### config.mk
export PLATFORM = sky130hd
export DESIGN_NAME = fft_out_reorder
export DESIGN_NICKNAME = d
export VERILOG_FILES = /design/src/rtl/fft_out_reorder.sv
export SDC_FILE = /design/constraint.sdc
export NUM_CORES = 2
export LEC_CHECK = 0
export CAP_MARGIN = 20
export CORE_ASPECT_RATIO = 0.8
export CORE_UTILIZATION = 35
export DETAILED_ROUTE_END_ITERATION = 10
export PLACE_DENSITY = 0.61
export SETUP_SLACK_MARGIN = 0.5
export SYNTH_ARGS = -nofsm -noshare
export SYNTH_HDL_FRONTEND = slang
export SYNTH_SLANG_ARGS = --single-unit
### constraint.sdc
create_clock -name clk -period 6 [get_ports clk]
set_input_delay 1.8 -clock clk [delete_from_list [all_inputs] [get_ports clk]]
set_output_delay 1.8 -clock clk [all_outputs]
set_load 0.005 [all_outputs]
### src/rtl/fft_out_reorder.sv
// fft_out_reorder
// Converts the bit-reversed sample stream of an FFT core into natural index
// order. Two frame-sized banks act as a ping-pong buffer. The write side stores
// each incoming sample at the bit-reversed address of its arrival count. The
// read side streams a full bank out in address order through a registered
// valid/ready output stage.
module fft_out_reorder #(
    parameter int LOG2N = 6,
    parameter int W     = 32
) (
    input  logic         clk,
    input  logic         rst,
    input  logic [W-1:0] data_in,
    input  logic         in_valid,
    output logic [W-1:0] data_out,
    output logic         out_valid,
    input  logic         out_ready,
    output logic         out_first,
    output logic         out_last,
    output logic         overflow
);

    localparam int N = 1 << LOG2N;
    localparam logic [LOG2N-1:0] CNT_ZERO = {LOG2N{1'b0}};
    localparam logic [LOG2N-1:0] CNT_ONE  = {{(LOG2N-1){1'b0}}, 1'b1};
    localparam logic [LOG2N-1:0] CNT_MAX  = {LOG2N{1'b1}};

    // Reverse the bit order of a frame index.
    function automatic logic [LOG2N-1:0] bitrev(input logic [LOG2N-1:0] v);
        logic [LOG2N-1:0] r;
        for (int i = 0; i < LOG2N; i++) begin
            r[i] = v[LOG2N-1-i];
        end
        return r;
    endfunction

    // Sample storage. Contents are not reset: a bank is only read after it has been completely rewritten.
    logic [W-1:0] bank0_r [N];
    logic [W-1:0] bank1_r [N];

    // Write-side state
    logic             wbank_r;
    logic [LOG2N-1:0] wcnt_r;
    // Read-side state
    logic             rbank_r;
    logic [LOG2N-1:0] rcnt_r;
    // Per-bank "complete frame waiting to be read" flags
    logic [1:0]       full_r;
    logic             overflow_r;

    // Output stage registers
    logic [W-1:0]     data_out_r;
    logic             out_valid_r;
    logic             out_first_r;
    logic             out_last_r;

    // Combinational control
    logic             wr_accept_s;
    logic             wr_drop_s;
    logic             wr_wrap_s;
    logic [LOG2N-1:0] waddr_s;
    logic             rd_load_s;
    logic             rd_wrap_s;
    logic             out_take_s;
    logic [W-1:0]     rd_data_s;
    logic [1:0]       full_nxt_s;
    logic             wbank_nxt_s;
    logic [LOG2N-1:0] wcnt_nxt_s;
    logic             rbank_nxt_s;
    logic [LOG2N-1:0] rcnt_nxt_s;

    // Handshake decode for both sides of the ping-pong buffer
    always_comb begin
        wr_accept_s = in_valid && !full_r[wbank_r];
        wr_drop_s   = in_valid && full_r[wbank_r];
        wr_wrap_s   = wr_accept_s && (wcnt_r == CNT_MAX);
        waddr_s     = bitrev(wcnt_r);
        out_take_s  = out_valid_r && out_ready;
        rd_load_s   = full_r[rbank_r] && (!out_valid_r || out_ready);
        rd_wrap_s   = rd_load_s && (rcnt_r == CNT_MAX);
    end

    // Read mux: the bank selected by rbank is never the one being written, since a read needs it full and a write needs it not full
    always_comb begin
        if (rbank_r == 1'b1) begin
            rd_data_s = bank1_r[rcnt_r];
        end else begin
            rd_data_s = bank0_r[rcnt_r];
        end
    end

    // Next-state for counters, bank pointers and full flags
    always_comb begin
        full_nxt_s  = full_r;
        wbank_nxt_s = wbank_r;
        wcnt_nxt_s  = wcnt_r;
        rbank_nxt_s = rbank_r;
        rcnt_nxt_s  = rcnt_r;

        if (wr_accept_s) begin
            if (wr_wrap_s) begin
                full_nxt_s[wbank_r] = 1'b1;
                wcnt_nxt_s          = CNT_ZERO;
                wbank_nxt_s         = ~wbank_r;
            end else begin
                wcnt_nxt_s = wcnt_r + CNT_ONE;
            end
        end else begin
            wcnt_nxt_s = wcnt_r;
        end

        // The set above and this clear always target different banks.
        if (rd_load_s) begin
            if (rd_wrap_s) begin
                full_nxt_s[rbank_r] = 1'b0;
                rcnt_nxt_s          = CNT_ZERO;
                rbank_nxt_s         = ~rbank_r;
            end else begin
                rcnt_nxt_s = rcnt_r + CNT_ONE;
            end
        end else begin
            rcnt_nxt_s = rcnt_r;
        end
    end

    // Store accepted samples at their natural-order address
    always_ff @(posedge clk) begin
        if (wr_accept_s) begin
            if (wbank_r == 1'b1) begin
                bank1_r[waddr_s] <= data_in;
            end else begin
                bank0_r[waddr_s] <= data_in;
            end
        end
    end

    // Control state registers
    always_ff @(posedge clk or posedge rst) begin
        if (rst) begin
            wbank_r    <= 1'b0;
            wcnt_r     <= CNT_ZERO;
            rbank_r    <= 1'b0;
            rcnt_r     <= CNT_ZERO;
            full_r     <= 2'b00;
            overflow_r <= 1'b0;
        end else begin
            wbank_r    <= wbank_nxt_s;
            wcnt_r     <= wcnt_nxt_s;
            rbank_r    <= rbank_nxt_s;
            rcnt_r     <= rcnt_nxt_s;
            full_r     <= full_nxt_s;
            overflow_r <= overflow_r | wr_drop_s;
        end
    end

    // Output stage: load a new sample, retire a taken one, or hold under backpressure
    always_ff @(posedge clk or posedge rst) begin
        if (rst) begin
            data_out_r  <= {W{1'b0}};
            out_valid_r <= 1'b0;
            out_first_r <= 1'b0;
            out_last_r  <= 1'b0;
        end else if (rd_load_s) begin
            data_out_r  <= rd_data_s;
            out_valid_r <= 1'b1;
            out_first_r <= (rcnt_r == CNT_ZERO);
            out_last_r  <= (rcnt_r == CNT_MAX);
        end else if (out_take_s) begin
            out_valid_r <= 1'b0;
            out_first_r <= 1'b0;
            out_last_r  <= 1'b0;
        end else begin
            data_out_r  <= data_out_r;
            out_valid_r <= out_valid_r;
            out_first_r <= out_first_r;
            out_last_r  <= out_last_r;
        end
    end

    assign data_out  = data_out_r;
    assign out_valid = out_valid_r;
    assign out_first = out_first_r;
    assign out_last  = out_last_r;
    assign overflow  = overflow_r;

endmodule
# Yosys cells after proc, flatten, opt, wreduce, memory -nomap -nowiden
# Memories as Yosys holds them, arrays and structs flattened.
# Index checks and enable logic that the tools add are counted.
op_classes:
  n_addsub: 2
  n_lt_le_gt_ge: 4
  eq_ne: 2
  muxes: 25
  bitwise_logic: 6
  n_reduce_logical: 15
op_table:
  columns: ["operator", "n"]
  rows:
  - ["$mux W32", 1]
  - ["$mux W1", 16]
  - ["$add A6 B1 Y6 const B", 2]
  - ["$eq A6 B6 Y1 const B", 2]
  - ["$mux W6", 2]
  - ["$logic_and A1 B1 Y1", 8]
  - ["$mux W2", 4]
  - ["$logic_not A6 Y1", 1]
  - ["$lt A1 B2 Y1 const B", 2]
  - ["$reduce_and A2 Y1", 2]
  - ["$and A2 B2 Y2", 1]
  - ["$demux W1 S1", 2]
  - ["$ge A1 B1 Y1 const B", 2]
  - ["$logic_not A1 Y1", 2]
  - ["$not A1 Y1", 2]
  - ["$not A2 Y2", 1]
  - ["$or A2 B2 Y2", 1]
  - ["$reduce_bool A2 Y1", 1]
  - ["$logic_or A1 B1 Y1", 1]
  - ["$or A1 B1 Y1", 1]
totals:
  regBits: 52
  ram_bits: 4096
  input_bits: 36
  output_inout_bits: 36
  wordCells: 66
  mem_count: 2
mem_list:
  columns: ["memory", "words", "word_bits", "read_ports", "rd_clocked_by_memory_dff", "write_ports", "line", "rtl"]
  rows:
  - ["bank0_r", 64, 32, 1, 0, 1, "38", "logic [W-1:0] bank0_r [N];"]
  - ["bank1_r", 64, 32, 1, 0, 1, "39", "logic [W-1:0] bank1_r [N];"]

# Logic depth before layout (Yosys ltp)
depth:
  ltp_word: 10
  ltp_mapped: 12
  depth_no_buf: 6

# Worst setup path before layout
# OpenSTA, ideal clock, no wires.
synth_timing:
  path_type: "input to register"
  startpoint: "input in_valid"
  endpoint: "memory bank0_r[0][0] (enable)"
  setup_time_ns: 0.421
  arrival_time_ns: 4.074
  required_time_ns: 5.579
  path_slack_ns: 1.505
  path_stages: 4
  n_path_buf: 0
  path_cell_list: "inv_1 nor3_1 nand3_1 nor2_1"
synth_between:
  elab_chain_len: 3
synth_lines:
  columns: ["element", "line", "rtl"]
  rows:
  - ["start, declared", "14", "input logic in_valid,"]
  - ["$logic_and A1 B1 Y1", "74", "wr_accept_s = in_valid && !full_r[wbank_r];"]
  - ["$mux W1", "128", "if (wr_accept_s) begin"]
  - ["$mux W1 (not written as such)", "132", "bank0_r[waddr_s] <= data_in;"]
  - ["end, declared", "38", null]
# No other way between the ends.

# Worst setup path after layout
layout_timing:
  startpoint: "register rcnt_r[0]"
  endpoint: "register data_out_r[26], in the netlist data_out[26]"
layout_between:
  elab_chain_len: 2
  word_cells_on_any_way: 3
  cone_classes: "1 x mux; 2 x memory"
layout_lines:
  columns: ["element", "line", "rtl"]
  rows:
  - ["start, declared", "46", "logic [LOG2N-1:0] rcnt_r;"]
  - ["start signal, assigned", "150", "rcnt_r <= rcnt_nxt_s;"]
  - ["$mem_v2 Z64 W32, on equally long branches", null, null]
  - ["$mux W32 (*)", "85", "if (rbank_r == 1'b1) begin"]
  - ["end signal, assigned", "159", "data_out_r <= {W{1'b0}};"]
  - ["end signal, assigned", "164", "data_out_r <= rd_data_s;"]
  - ["end signal, assigned", "173", "data_out_r <= data_out_r;"]
  - ["end, declared", "52", "logic [W-1:0] data_out_r;"]
# Every way passes the cells marked *; elsewhere a longest branch is shown, timed or not.
# A chain may end at the register's enable or synchronous reset.

==> results.tsv <==
metric	value	unit
# rows	220	
Cell Area, Synth	158800	um2
slew at the pin closest to its max-slew limit	1.332	ns
number of setup buffers added after CTS	0	
Final Hold Fails	0	
area delta synth->final	15.01	%
clock buffer depth	4	
All-Layer GR Usage	21.10	%
outcome	finished, final reports clean	
met3 WL	68710	um
DRT iter0 DRCs	14240	
metal2 WL	207700	um
Die Wd	755.2	um
Num CTS Buffers	400	
Die H	604.5	um
CTS tree	done	
setup_tns	0	ns
Avg WL per Cell	35.28	um
Post-Syn Instances	7224	
Setup Skew	0.07602	ns
routability cong.	0.9752	
Synth Net Count	7268	
Max H-tree Level	5	
drt pass-1 iters	6	
yosys warns	0	
CP peak stage delay	1.08	ns
fin. max-slew vios	0	
worst min path class	reg -> reg	
Distinct cells, synth	65	
via count	81260	
max capacitance violation total	0	
# hold bufs at CTS	0	
DRT antenna net count	0	
Reg clk slew, reported paths	0.06	ns
sequential cell area fraction in the yosys report	78.26	%
slowest CP cell	a211oi_1	
DIE AREA	456500	um2
first-pass GRT wire length	666900	um
Max Used Layer	met5	
Worst Path Max Fanout	28	
syn avg cell area	21.99	um2
CP arrival	5.70	ns
crit path cell chain	buf_4 -> mux4_2 -> a211oi_1 -> a31oi_1 -> o211ai_1 -> a21oi_1	
CORE AREA	450300	um2
fin crit period	4.837	ns
CP delay by family, top	compound AO/OA/AOI/OAI gates	
Pwr Density	351.0	nW/um2
vias in the first global route	77390	
routed wire length	494200	um
Lkg Pwr	55.04	nW
port bufs	71	
Routed met1 length	198700	um
ys flop type	edfxtp_1	
number of flops mapped to enable cells by yosys	4096	
GRT overflow	0	
RSZ-0062 raised after global routing	false	
fmax	0.2068	GHz
pre-CTS WS	0.3471	ns
I/O pins	72	
drc violations	0	
WP data required	6.86	ns
CTS Root Cell	clkbuf_16	
post-CTS sizing	0	
crit path launch type	flip-flop	
Setup crit end kind	flip-flop	
Hold Slack	0.5918	ns
critical setup path kind	reg -> reg	
Nets	7716	
initial core utilization	35.27	%
Yosys reg bits	4148	
Synth async-reset ratio	1.254	%
Finish-stage setup viols	0	
Buf+Inv Stages, Crit Path	1	
drt via density	5.801	
Final Cell Area	182700	um2
post-DP HPWL	312400	um
period utilization	80.61	%
largest net degree at the start of global routing	129	
Placed Area	169100	um2
# clock sinks	4148	
worst setup margin	1.163	ns
clk_lat worst skew	1.00	ns
relative slew slack	11.19	%
share of layout cells above drive strength 1	24.89	%
antenna violations before repair	71	
maximum VDD drop	0.0002497	V
path summary, 6_finish.rpt:
check	startpoint	end	slack (ns)	cells past startpoint
min reg2reg	wbank_r	wbank_r	0.59	1
min	wbank_r	wbank_r	0.59	1
max in group asynchronous	rst	rcnt_r[0]	3.46	3
max reg2reg	rcnt_r[0]	data_out[26]	1.16	6
min in group asynchronous	rst	wcnt_r[5]	1.39	2
max	rcnt_r[0]	data_out[26]	1.16	6
flip-flops by register name, summed over array words and instances, names as in the netlist, 2 cells and up:
| register | count |
|---|---|
| bank0_r | 2048 |
| bank1_r | 2048 |
| data_out | 32 |
| rcnt_r | 6 |
| wcnt_r | 6 |
| full_r | 2 |
cell families (layout without fill, tap and decap cells):
family | count (synthesis) | after routing | synth area share, %
buf+inv | 422 | 1198 | 1.494
xor+xnor | 7 | 7 | 0.03860
simple gates | 476 | 476 | 1.290
mux | 1423 | 1423 | 15.68
compound gates | 740 | 740 | 3.179
fa+ha+maj | 8 | 8 | 0.06302
flops | 4148 | 4148 | 78.26
other cells | 0 | 13 | 0
layout make-up:
cell class                      count  area, um2
Fill cell                       39090     267700
Sequential cell                  4148     124300
Multi-Input combinational cell   2654      33230
Clock buffer                      509      10560
Tap cell                         5994       7500
Timing Repair Buffer              455       4706
Clock inverter                    221       2265
Inverter                           13      57.56
Antenna cell                       13      32.53
worst reg2reg max path, cell delays in order, from the launching register on:
cell and delay, ns:
dfrtp_4 0.90, buf_4 0.65, mux4_2 0.69, a211oi_1 1.08, a31oi_1 0.63, o211ai_1 0.66
a21oi_1 0.12
cell usage after synthesis, types with 9 or more instances:
library cell	n	share of area, %
a211oi_1	80	0.38
a21oi_1	115	0.36
a221oi_1	56	0.31
a22o_1	10	0.055
a22oi_1	163	0.77
a31oi_1	51	0.20
buf_1	12	0.028
buf_2	156	0.49
buf_4	91	0.43
buf_6	29	0.21
clkbuf_1	118	0.28
dfrtp_1	52	0.82
edfxtp_1	4096	77
inv_1	12	0.028
mux2_2	10	0.071
mux2i_1	562	3.5
mux4_2	851	12
nand2_1	149	0.35
nand3_1	35	0.11
nor2_1	198	0.47
nor2b_1	9	0.035
nor3_1	31	0.098
o21ai_0	83	0.26
o221ai_1	16	0.088
o22ai_1	106	0.42
or2_2	9	0.035
through the flow:
step	instances	total power [mW]	util [%]
4_1_cts	13950	64.27	40.39
5_1_grt	13990	65.57	40.56
3_3_place_gp	13210	39.59	37.53
6_report	14010	64.12	40.56
3_5_place_dp	13220	39.67	37.54
2_1_floorplan	7224	36.46	-
per-layer routing:
| layer | track usage (%) | vias up |
|---|---|---|
| met5 | 0 | - |
| li1 | - | 31530 |
| met4 | 7.152 | 22 |
| met1 | 30.87 | 43590 |
| met3 | 6.764 | 783 |
| met2 | 29.65 | 5332 |
power by group:
part	internal (mW)	total, mW	switching (mW)	leakage (nW)
Combinational	2.30	6.53	4.23	11.4
Sequential	32.3	32.6	0.280	37.4
Clock	13.9	25.0	11.1	6.22
Total	48.6	64.1	15.6	55.0
cells in the final DEF (no fill, tap or decap), drive strengths merged, types with 7 or more instances in the layout:
master | netlist | routed
edfxtp | 4096 | 4096
mux4 | 851 | 851
mux2i | 562 | 562
clkbuf | 118 | 511
buf | 291 | 414
nor2 | 198 | 198
clkinv | 0 | 167
a22oi | 163 | 163
nand2 | 149 | 149
a21oi | 115 | 115
o22ai | 106 | 106
o21ai | 88 | 88
a211oi | 80 | 80
a221oi | 58 | 58
dfrtp | 52 | 52
a31oi | 51 | 51
clkdlybuf4s50 | 0 | 39
nand3 | 36 | 36
bufinv | 0 | 33
nor3 | 31 | 31
inv | 13 | 24
o221ai | 16 | 16
diode | 0 | 13
a2111oi | 12 | 12
mux2 | 10 | 10
a22o | 10 | 10
clkinvlp | 0 | 10
or2 | 9 | 9
nor2b | 9 | 9
ha | 8 | 8
nand4 | 7 | 7
nand3b | 7 | 7
or3 | 7 | 7
and2 | 7 | 7
(Power assumes the default switching activity.)
